==> src/rtl/mem_write_pkg.sv <==
// Shared SPI flash definitions for the memory write/read blocks: command
// opcodes, write size encodings, FSM state encoding and frame sizing.
package mem_write_pkg;

  localparam logic [7:0] SPI_CMD_READ  = 8'h03;
  localparam logic [7:0] SPI_CMD_WRITE = 8'h02;

  localparam logic [1:0] SIZE_1B   = 2'b00;
  localparam logic [1:0] SIZE_2B   = 2'b01;
  localparam logic [1:0] SIZE_4B   = 2'b10;
  localparam logic [1:0] SIZE_RSVD = 2'b11;

  localparam int unsigned FRAME_BITS_MAX = 64;
  localparam int unsigned BYTE_IDX_W     = $clog2(FRAME_BITS_MAX / 8);

  typedef enum logic [2:0] {
    ST_IDLE,
    ST_CMD,
    ST_ADDR,
    ST_DATA,
    ST_DONE
  } state_e;

  // Index of the final frame byte: 1 cmd + 3 addr bytes, then the data bytes.
  function automatic logic [BYTE_IDX_W-1:0] last_byte_idx(input logic [1:0] size);
    case (size)
      SIZE_1B: return BYTE_IDX_W'(4);
      SIZE_2B: return BYTE_IDX_W'(5);
      default: return BYTE_IDX_W'(7);
    endcase
  endfunction

endpackage

==> src/rtl/spi_byte_tx.sv <==
// SPI mode-0 byte shifter: each bit spends one clk with sclk low, then one
// with sclk high; a load on the final high phase chains the next byte seamlessly.
module spi_byte_tx (
  input  logic       clk,
  input  logic       rst_n,
  input  logic       load_i,
  input  logic [7:0] byte_i,
  output logic       mosi_o,
  output logic       sclk_o,
  output logic       byte_done_o
);

  logic [6:0] shift_q;
  logic [2:0] bit_q;
  logic       active_q;
  logic       sclk_q;
  logic       mosi_q;

  always_ff @(posedge clk) begin
    if (!rst_n) begin
      shift_q  <= '0;
      bit_q    <= '0;
      active_q <= 1'b0;
      sclk_q   <= 1'b0;
      mosi_q   <= 1'b0;
    end else if (load_i) begin
      shift_q  <= byte_i[6:0];
      mosi_q   <= byte_i[7];
      sclk_q   <= 1'b0;
      bit_q    <= '0;
      active_q <= 1'b1;
    end else if (active_q) begin
      if (!sclk_q) begin
        sclk_q <= 1'b1;
      end else if (bit_q == 3'd7) begin
        active_q <= 1'b0;
        sclk_q   <= 1'b0;
        mosi_q   <= 1'b0;
      end else begin
        bit_q   <= bit_q + 3'd1;
        mosi_q  <= shift_q[6];
        shift_q <= {shift_q[5:0], 1'b0};
        sclk_q  <= 1'b0;
      end
    end
  end

  assign mosi_o      = mosi_q;
  assign sclk_o      = sclk_q;
  assign byte_done_o = active_q & sclk_q & (bit_q == 3'd7);

endmodule

==> src/rtl/mem_write.sv <==
// SPI flash page-program master: sends 02h, a 24-bit address and 1/2/4
// little-endian data bytes, then holds write_done until the request drops.
module mem_write
  import mem_write_pkg::*;
(
  input  logic        clk,
  input  logic        rst_n,
  input  logic        start_write,
  input  logic [23:0] target_address,
  input  logic [31:0] write_data,
  input  logic [1:0]  write_size,
  output logic        write_done,
  output logic        sclk,
  output logic        mosi,
  output logic        cs
);

  state_e                  state_q;
  logic [23:0]             addr_q;
  logic [31:0]             data_q;
  logic [BYTE_IDX_W-1:0]   byte_idx_q;
  logic [BYTE_IDX_W-1:0]   last_idx_q;
  logic                    start_load_q;
  logic                    cs_q;
  logic                    done_q;

  logic [BYTE_IDX_W-1:0]   next_idx;
  logic [7:0]              tx_byte;
  logic                    tx_load;
  logic                    tx_byte_done;

  always_comb begin
    next_idx = byte_idx_q + BYTE_IDX_W'(1);
    tx_byte  = SPI_CMD_WRITE;
    if (!start_load_q) begin
      case (next_idx)
        3'd1:    tx_byte = addr_q[23:16];
        3'd2:    tx_byte = addr_q[15:8];
        3'd3:    tx_byte = addr_q[7:0];
        3'd4:    tx_byte = data_q[7:0];
        3'd5:    tx_byte = data_q[15:8];
        3'd6:    tx_byte = data_q[23:16];
        3'd7:    tx_byte = data_q[31:24];
        default: tx_byte = SPI_CMD_WRITE;
      endcase
    end
  end

  // The next byte is loaded on the last sclk-high cycle so bits stay back to back.
  assign tx_load = start_load_q | (tx_byte_done & (byte_idx_q != last_idx_q));

  always_ff @(posedge clk) begin
    if (!rst_n) begin
      state_q      <= ST_IDLE;
      addr_q       <= '0;
      data_q       <= '0;
      byte_idx_q   <= '0;
      last_idx_q   <= '0;
      start_load_q <= 1'b0;
      cs_q         <= 1'b1;
      done_q       <= 1'b0;
    end else begin
      case (state_q)
        ST_IDLE: begin
          if (start_write && !done_q) begin
            addr_q       <= target_address;
            data_q       <= write_data;
            last_idx_q   <= last_byte_idx(write_size);
            byte_idx_q   <= '0;
            start_load_q <= 1'b1;
            state_q      <= ST_CMD;
          end
        end
        ST_CMD, ST_ADDR, ST_DATA: begin
          if (start_load_q) begin
            start_load_q <= 1'b0;
            cs_q         <= 1'b0;
          end
          if (tx_byte_done) begin
            if (byte_idx_q == last_idx_q) begin
              cs_q    <= 1'b1;
              done_q  <= 1'b1;
              state_q <= ST_DONE;
            end else begin
              byte_idx_q <= next_idx;
              state_q    <= (next_idx >= BYTE_IDX_W'(4)) ? ST_DATA : ST_ADDR;
            end
          end
        end
        ST_DONE: begin
          if (!start_write) begin
            done_q  <= 1'b0;
            state_q <= ST_IDLE;
          end
        end
        default: state_q <= ST_IDLE;
      endcase
    end
  end

  spi_byte_tx u_tx (
    .clk         (clk),
    .rst_n       (rst_n),
    .load_i      (tx_load),
    .byte_i      (tx_byte),
    .mosi_o      (mosi),
    .sclk_o      (sclk),
    .byte_done_o (tx_byte_done)
  );

  assign cs         = cs_q;
  assign write_done = done_q;

endmodule
==> config.mk <==
export PLATFORM = sky130hd
export DESIGN_NAME = mem_write
export DESIGN_NICKNAME = d
export VERILOG_FILES = /design/src/rtl/mem_write_pkg.sv /design/src/rtl/spi_byte_tx.sv /design/src/rtl/mem_write.sv
export SDC_FILE = /design/constraint.sdc
export NUM_CORES = 1
export LEC_CHECK = 0
export CAP_MARGIN = 40
export CORE_MARGIN = 2
export CORE_UTILIZATION = 25
export DETAILED_ROUTE_END_ITERATION = 6
export PLACE_DENSITY = 0.52
export SYNTH_ARGS = -nofsm -noshare
export SYNTH_HDL_FRONTEND = slang
export SYNTH_SLANG_ARGS = --single-unit
==> constraint.sdc <==
create_clock -name clk -period 6.8 [get_ports clk]
set_input_delay 1.36 -clock clk [delete_from_list [all_inputs] [get_ports clk]]
set_output_delay 1.36 -clock clk [all_outputs]
set_load 0.1 [all_outputs]
After elaboration in Yosys (flattened, before gate mapping) --
Index checks and enable logic that the tools add are counted.
Storage, ports and cells: flip-flop bits (word level) 81, output and inout port bits 4, logic and storage cells 96
Cells by class: add/subtract/negate cells 2, order comparisons 1, equal/unequal tests 21, mux-type cells 35, bitwise gates (word level) 6, reduce and logical (&&, ||, !) cells 18
Operator list (number):
- 8-bit one-hot mux with 7 select lines | 1
- 7-bit 2-to-1 mux | 4
- 3-bit 2-to-1 mux | 7
- 3-bit equality test, second input constant | 6
- 1-bit 2-to-1 mux | 17
- 3-bit by 2-bit equality test with 1-bit output, second input constant | 4
- 2-bit inequality test, second input constant | 6
- 3-bit one-hot mux with 3 select lines | 1
- 3-bit AND reduction | 3
- 8-bit 2-to-1 mux | 1
- 4-bit AND reduction | 2
- 2-bit nonzero test | 4
- 3-bit by 1-bit adder with 3-bit output, second input constant | 2
- 3-bit by 1-bit equality test with 1-bit output, second input constant | 2
- 3-bit one-hot mux with 2 select lines | 1
- 2-bit AND reduction | 3
- 1-bit one-hot mux with 2 select lines | 2
- 2-bit one-hot mux with 2 select lines | 1
- 1-bit AND | 3
- 3-bit equality test | 1
- 3-bit >= comparator, second input constant | 1
- 3-bit zero test | 1
- 3-bit inequality test | 1
- 3-bit OR reduction | 1
- other kinds (7) | 8

Depth between registers and ports, before layout --
Gate-level depths: netlist of the first run.
word-level depth 6, mapped depth 8

Hierarchy --
Synthesis of the first run repeated with hierarchy kept, for this count alone.
Second synthesis, totals: cells, all modules 457, area total of the unflattened synthesis 3965.1 µm²
Modules (own cells, without submodules):
- mem_write | instances 1, cells an instance 388, area each 3318.2 µm², seq. area each 1361.3 µm²
- spi_byte_tx | instances 1, cells an instance 69, area each 646.9 µm², seq. area each 260.2 µm²

Worst setup path after synthesis of the first run --
Ideal clock, no wire load.
kind input -> register, start in start_write, end reg data_q[14], setup time 0.116 ns, arrival 2.472 ns, data required time 6.684 ns, slack 4.212 ns, stages 7, buffers on the path 3, cell sequence or4b_4 nand2b_1 clkbuf_2 buf_6 buf_6 nand2_1 a21boi_1
Between the ends: longest elaborated chain between the ends 2
RTL lines:
- start: declaration | RTL line mem_write.sv:8 | input logic start_write,
- 1-bit logical AND | RTL line mem_write.sv:65 | if (start_write && !done_q) begin
- 2-bit AND reduction (no line)
- end signal: assignment | RTL line mem_write.sv:67 | data_q <= write_data;
- end: declaration | RTL line mem_write.sv:20 | logic [31:0] data_q;
No other way between the ends. A chain may end at the register's enable or synchronous reset.

Final worst setup path of the first run --
start in start_write, end reg last_idx_q[0]
Between the ends: longest elaborated chain between the ends 2
RTL lines:
- 1-bit logical AND | RTL line mem_write.sv:65
- 2-bit AND reduction (no line)
- end signal: assignment | RTL line mem_write.sv:68 | last_idx_q <= last_byte_idx(write_size);
- end: declaration | RTL line mem_write.sv:22 | logic [BYTE_IDX_W-1:0] last_idx_q;
No other way between the ends.

==> results of run 1 <==
[how the worst max path moves through the flow]
stage	from	to	slack, ns
floorplan	start_write	data_q[14]	4.21
global placement	start_write	last_idx_q[0]	3.05
detailed placement	start_write	addr_q[17]	3.38
CTS	start_write	addr_q[17]	3.75
global route	start_write	addr_q[17]	3.57
finish	start_write	last_idx_q[0]	3.76
[through the flow]
| stage | instance area (um^2) | power, mW | instances |
|---|---|---|---|
| global placement | 4500 | 0.671 | 656 |
| CTS | 4900 | 1.17 | 677 |
| floorplan | 3780 | 0.617 | 439 |
| finish | 4900 | 1.16 | 677 |
| global route | 4900 | 1.21 | 677 |
| detailed placement | 4590 | 0.682 | 661 |
[area by class of cell]
cell class	count	area share, %
clock buffer	10	4.88
clock inverter	6	1.38
inverter	8	0.613
multi-input combinational	317	40.2
sequential	81	33.1
tap	184	4.70
timing repair buffer	71	15.2
[worst register-to-register path, cell delays in order (launching register included)]
cell	delay, ns
dfxtp_1	0.39
ha_1	0.24
ha_1	0.77
mux2_2	0.41
a22oi_1	0.26
a211oi_1	0.12
o221a_2	0.28
[power by group through the flow]
| stage | Combinational [mW] | Clock (mW) | Sequential, mW |
|---|---|---|---|
| after floorplan | 0.0824 | 0 | 0.535 |
| after global placement | 0.140 | 0 | 0.532 |
| after detailed placement | 0.150 | 0 | 0.532 |
| after CTS | 0.150 | 0.502 | 0.522 |
| after global routing | 0.165 | 0.522 | 0.526 |
| final | 0.148 | 0.486 | 0.522 |
[cell usage after synthesis, drive strengths merged (3+ instances only)]
cell type,n
nand2,130
dfxtp,81
a21boi,61
buf,19
clkbuf,14
mux2,12
a21oi,8
a222oi,8
inv,8
nor2,8
a211oi,7
a22oi,7
ha,7
o21ai,7
nand2b,5
xnor2,5
a31oi,4
nand3,4
o221a,4
nor3,3
xor2,3
[cell families after synthesis]
group / Yosys count / synth area share, %
and+or+nand+nor: 164 / 18.3
AOI/OAI and AO/OA: 124 / 25.4
buffers and inverters: 41 / 5.13
muxes: 14 / 4.10
adders and majority gates: 7 / 2.32
DFF: 81 / 42.9
xor gates and xnor gates: 8 / 1.85
[registers in the layout, indices dropped and copies added, names as in the netlist]
signal / count
u_tx.sclk_o: 1
cs: 1
state_q: 3
data_q: 32
start_load_q: 1
u_tx.shift_q: 7
u_tx.mosi_o: 1
write_done: 1
byte_idx_q: 3
addr_q: 24
last_idx_q: 3
u_tx.bit_q: 3
u_tx.active_q: 1
[metal layers]
layer  vias up  GRT usage (%)
li1       1619              -
met1      1464           16.8
met2        57           19.4
met3         6           3.48
met4         0           3.04
met5         -              0
==> summary.txt, run 1 <==
Worst setup path
  • Crit path max fanout: 44
  • CP delay by family, top: simple AND/OR/NAND/NOR gates
  • Path depth of the worst reg2reg path: 6
  • CP max stage delay: 0.51 ns
  • CP max stage cell: or4b_4
  • CP Class: input port to flip-flop
  • Worst setup EP type: flip-flop
  • R2R Path Start: byte_idx_q[0]
  • R2r setup slk: 4.25 ns
  • CP Launch Type: input port
  • WP buf/inv: 2
  • Worst Path Required: 7.02 ns
  • WP data arrival: 3.26 ns
  • Crit-path cells: clkdlybuf4s50_1, or4b_4, nand2b_2, buf_12, nor3_1, nor3b_1
  • Reg-to-Reg End: u_tx.shift_q[2]
  • CP Depth: 6

Clock tree
  • Clk sinks: 81
  • Clock buffer depth: 2
  • Clk slew on worst S/H paths: 0.06 ns
  • Post-CTS setup repair buffer count: 0
  • Clock Latency Late Sink: 0.33 ns
  • H-tree depth: 3
  • PostCTS Resize Cnt: 0
  • TritonCTS Buffers: 9
  • CTS tree: done
  • Root Buffer: clkbuf_16
  • Hold Buf Count CTS: 0

Synthesis
  • Most used DFF post-synth: dfxtp_1
  • Ys async rst share: 0%
  • Post-Syn Instances: 439
  • Mapped Nets: 507
  • Cell area after synthesis: 3780 um^2
  • Yosys reg bits: 81
  • EDFF count, synth: 0
  • Leading area contributor after synthesis: dfxtp_1
  • Seq/Total Area, Yosys: 42.9%
  • Post-synth top area share: 42.9%
  • Synth Warn #: 0
  • Syn_area_per_cell: 8.62 um^2
  • Largest cells by area after synthesis: dfxtp_1 43%, nand2_1 13%, a21boi_0 8.1%
  • Synth unique cells: 54

Routing
  • WL/cell: 13.9 um
  • M1 WL: 4760 um
  • DRT iter0 DRCs: 196
  • Drt pass-1 iters: 4
  • WL met3: 322 um
  • Metal2 WL: 4240 um
  • Drt via density: 4.65
  • DR DRC count: 0
  • Final wirelength: 9410 um
  • Via count: 3146
  • Max layer used: met4
  • Final ANT Viol Nets: 0

STA
  • Final setup violation count: 0
  • Final period util: 44.7%
  • Max_slew headroom: 47.2%
  • Final hold vios: 0
  • Worst-Margin Slew: 0.788 ns
  • Slew Limit Fails: 0
  • Setup tns final: 0 ns
  • Post-route setup slack: 3.76 ns
  • Fmax: 329 MHz
  • RSZ-0062 raised after global routing: no
  • Fin crit period: 3.04 ns
  • Hold Slack: 0.452 ns
  • Final Skew: 0.00663 ns

Status
  • Status: finished, final reports clean

Power and ir drop
  • Worst ir drop on vdd: 0.132 mV
  • Clock power share: 42.1%
  • Combinational share of power: 12.8%
  • NetSw: 282 uW
  • Switching portion of total power: 24.4%
  • Internal power: 874 uW
  • Leakage power: 1.76 nW
  • Flop pwr share: 45.2%
  • PD cells: 236 nW/um^2

Cells and area
  • Sequential Area: 1620 um^2
  • Most frequent cells in the layout: 130 x nand2_1, 81 x dfxtp_1, 63 x clkdlybuf4s50_1, 41 x a21boi_0, 19 x a21boi_1
  • Final Core Density: 33.5%
  • Area Growth Syn to Fin: 29.6%
  • Commonest non-fill, non-tap cell in the layout: nand2_1
  • Area of the multi-input gates: 1970 um^2
  • Ant. Diodes: 0
  • Layout cells sized above 1: 9.74%
  • Fin nets: 556
  • Fillers: 1582

Global routing
  • Largest net degree at the start of global routing: 81
  • Tot GR Track Use: 12.3%
  • Global route total overflow: 0
  • Antenna violations before repair: 0
  • Vias in the first global route: 3201
  • Global-route wire length before repair: 16000 um

Floorplanning
  • Die H: 127 um
  • Die area: 16100 um^2
  • Die W: 127 um
  • Core area: 14600 um^2
  • Initial Utilization: 25.8%
  • Ports: 65
  • FP Rows: 44

Min path
  • Hold Path Stages: 2
  • Hold path endpoint: data_q[8]
  • Worst Hold Class: flip-flop to flip-flop
  • Min-delay src: data_q[8]

Run
  • Max Cap Viol: 0

Placed design
  • Setup WS pre-CTS: 3.38 ns
  • HPWL after detailed placement: 6580 um
  • Port Buffer Count: 64
  • GP Congestion: 0.742
Note: power is estimated with default switching activity, not from simulation.
==> run 2: changes to the inputs <==
==> constraint.sdc (replaced) <==
create_clock -name clk -period 3 [get_ports clk]
set_input_delay 0.6 -clock clk [delete_from_list [all_inputs] [get_ports clk]]
set_output_delay 0.6 -clock clk [all_outputs]
set_load 0.1 [all_outputs]
==> run 2 against run 1 <==
Compared with the run above: global-route usage about the same; combinational power increased by 120%; flip-flop and latch count unchanged; sequential share of layout area increased by 0.54 points; clock power increased by 120%; first-iteration DRC count increased by 19%; design area decreased by 1.6%; register-to-register slack got worse by 3.6 ns; non-clock buffer count decreased by 1; via count increased by 0.45%; wire length increased by 0.29%; largest power group unchanged.
==> summary.txt, run 2 (same netlist as run 1, synthesis figures left out) <==
Status
  • Status: finished, final reports clean

STA
  • Final hold vios: 0 (unchanged)
  • RSZ-0062 raised after global routing: no
  • Max_slew headroom: 40.4% (-6.8 points)
  • Final period util: 77.3%
  • Fmax: 431 MHz
  • Final Skew: 0.00701 ns (+0.000379 ns)
  • Final setup violation count: 0 (unchanged)
  • Setup tns final: 0 ns (unchanged)
  • Fin crit period: 2.32 ns
  • Worst-Margin Slew: 0.889 ns (+0.101 ns)
  • Slew Limit Fails: 0 (unchanged)

Run
  • Max Cap Viol: 0 (unchanged)

Routing
  • Via count: 3160 (+0.45%)
  • Final ANT Viol Nets: 0 (unchanged)
  • DR DRC count: 0 (unchanged)
  • Drt via density: 4.67 (+0.59%)
  • WL/cell: 14.0 um (+0.44%)
  • Drt pass-1 iters: 4 (unchanged)
  • Final wirelength: 9430 um (+0.29%)
  • DRT iter0 DRCs: 234 (+19%)

Cells and area
  • Area Growth Syn to Fin: 27.5%
  • Fin cells: 676 (-0.15%)
  • Max reg flops: 32 (unchanged)
  • Most frequent cells in the layout: 130 x nand2_1, 81 x dfxtp_1, 59 x clkdlybuf4s50_1, 41 x a21boi_0, 19 x a21boi_1
  • Top Registers: data_q x32, addr_q x24, u_tx.shift_q x7
  • Commonest non-fill, non-tap cell in the layout: nand2_1
  • Largest Register: data_q
  • Ant. Diodes: 0 (unchanged)
  • Layout cells sized above 1: 10.4% (+0.63 points)
  • Fin nets: 555 (-0.18%)

Worst setup path
  • Most frequent CP cell: ha_1
  • R2r setup slk: 0.68 ns (-3.57 ns)
  • CP max stage cell: ha_1
  • CP max stage delay: 0.44 ns (-0.07 ns)
  • R2R Path Start: byte_idx_q[0]
  • Path depth of the worst reg2reg path: 7 (+1)
  • Worst Path Required: 3.23 ns (-3.79 ns)
  • WP data arrival: 2.55 ns (-0.71 ns)
  • CP Launch Type: flip-flop
  • Crit-path cells: ha_1, ha_1, buf_4, mux2_2, a22oi_1, a211oi_1, o221a_2
  • CP Class: flip-flop to flip-flop
  • Crit path max fanout: 8 (-82%)
  • Worst setup EP type: flip-flop
  • Reg-to-Reg End: u_tx.shift_q[2]

Clock tree
  • Clock buffer depth: 2 (unchanged)
  • Clock Latency Late Sink: 0.34 ns (about the same)
  • Hold Buf Count CTS: 0 (unchanged)
  • H-tree depth: 3 (unchanged)
  • TritonCTS Buffers: 9 (unchanged)
  • Root Buffer: clkbuf_16
  • Clk slew on worst S/H paths: 0.06 ns (about the same)
  • PostCTS Resize Cnt: 0 (unchanged)
  • CTS tree: done
  • Post-CTS setup repair buffer count: 0 (unchanged)
  • Clk sinks: 81 (unchanged)

Floorplanning
  • Core area: 14600 um^2 (unchanged)
  • Die H: 127 um (unchanged)
  • Initial Utilization: 25.8% (unchanged)
  • Die W: 127 um (unchanged)
  • FP Rows: 44 (unchanged)
  • Ports: 65 (unchanged)
  • Die area: 16100 um^2 (unchanged)

Min path
  • Hold Path Stages: 2 (unchanged)
  • Min-delay src: data_q[7]
  • Worst Hold Class: flip-flop to flip-flop
  • Hold path endpoint: data_q[7]

Global routing
  • Global route total overflow: 0 (unchanged)
  • Vias in the first global route: 3181 (-0.62%)
  • Antenna violations before repair: 0 (unchanged)
  • Tot GR Track Use: 12.4% (+0.032 points)
  • Largest net degree at the start of global routing: 61 (-25%)
  • Global-route wire length before repair: 15900 um (-0.90%)

Power and ir drop
  • Clock power share: 41.3% (-0.8 points)
  • Combinational share of power: 12.5% (-0.3 points)
  • Leakage power: 1.74 nW (-0.94%)
  • PD cells: 531 nW/um^2 (+130%)
  • NetSw: 681 uW (+140%)
  • Worst ir drop on vdd: 0.313 mV (+140%)
  • Flop pwr share: 46.2% (+1.0 points)
  • Internal power: 1.88 mW (+120%)
  • Switching portion of total power: 26.6% (+2.2 points)

Placed design
  • Port Buffer Count: 64 (unchanged)
  • HPWL after detailed placement: 6680 um (+1.6%)
  • Placed cell count: 660 (-0.15%)
  • GP Congestion: 0.766 (+3.2%)
==> run 2: final cells by class <==
type / instances / area [um^2]
inverter: 8 / 30.0
multi-input combinational: 317 / 1970
clock buffer: 9 / 225
fill: 1559 / 9820
tap: 184 / 230
timing repair buffer: 70 / 683
clock inverter: 7 / 62.6
sequential: 81 / 1620
==> run 2: layer usage <==
metal | vias up | global-route usage, % | wire length [um]
met5 | - | 0 | 0
met2 | 60 | 20.1 | 4320
met1 | 1480 | 16.3 | 4670
met3 | 6 | 3.14 | 339
li1 | 1614 | - | -
met4 | 0 | 3.56 | 97
==> run 2: worst max-delay path, delay by kind of cell (launching register included) <==
kind / cells / cell delay (ns)
AOI/OAI and AO/OA: 3 / 0.59
buffers and inverters: 1 / 0.22
adders and majority gates: 2 / 0.68
DFF: 1 / 0.39
muxes: 1 / 0.34
==> run 2: worst max path at each step <==
stage | startpoint | end | slack (ns) | cells past startpoint
global route | byte_idx_q[0] | u_tx.shift_q[2] | 0.53 | 7
finish | byte_idx_q[0] | u_tx.shift_q[2] | 0.68 | 7
detailed placement | start_write | last_idx_q[0] | 0.47 | 6
global placement | start_write | last_idx_q[0] | 0.46 | 6
floorplan | byte_idx_q[0] | u_tx.shift_q[3] | 0.86 | 7
CTS | byte_idx_q[0] | u_tx.shift_q[2] | 0.65 | 7
==> run 2: stage by stage <==
| stage | instance area, um^2 | utilization (%) | power [mW] | hold slack, ns | worst slack, ns |
|---|---|---|---|---|---|
| finish | 4820 | 32.9 | 2.56 | 0.453 | 0.682 |
| global placement | 4530 | 31.0 | 1.53 | 0.443 | 0.456 |
| CTS | 4820 | 32.9 | 2.59 | 0.454 | 0.654 |
| global route | 4820 | 32.9 | 2.68 | 0.472 | 0.535 |
| floorplan | 3780 | - | 1.40 | 0.433 | 0.861 |
| detailed placement | 4530 | 31.0 | 1.53 | 0.445 | 0.469 |
==> run 2: power groups by stage <==
stage	Sequential [mW]	Clock, mW	Combinational, mW
floorplan	1.21	0	0.187
global placement	1.20	0	0.321
detailed placement	1.21	0	0.325
CTS	1.18	1.08	0.326
global route	1.19	1.13	0.359
finish	1.18	1.06	0.320
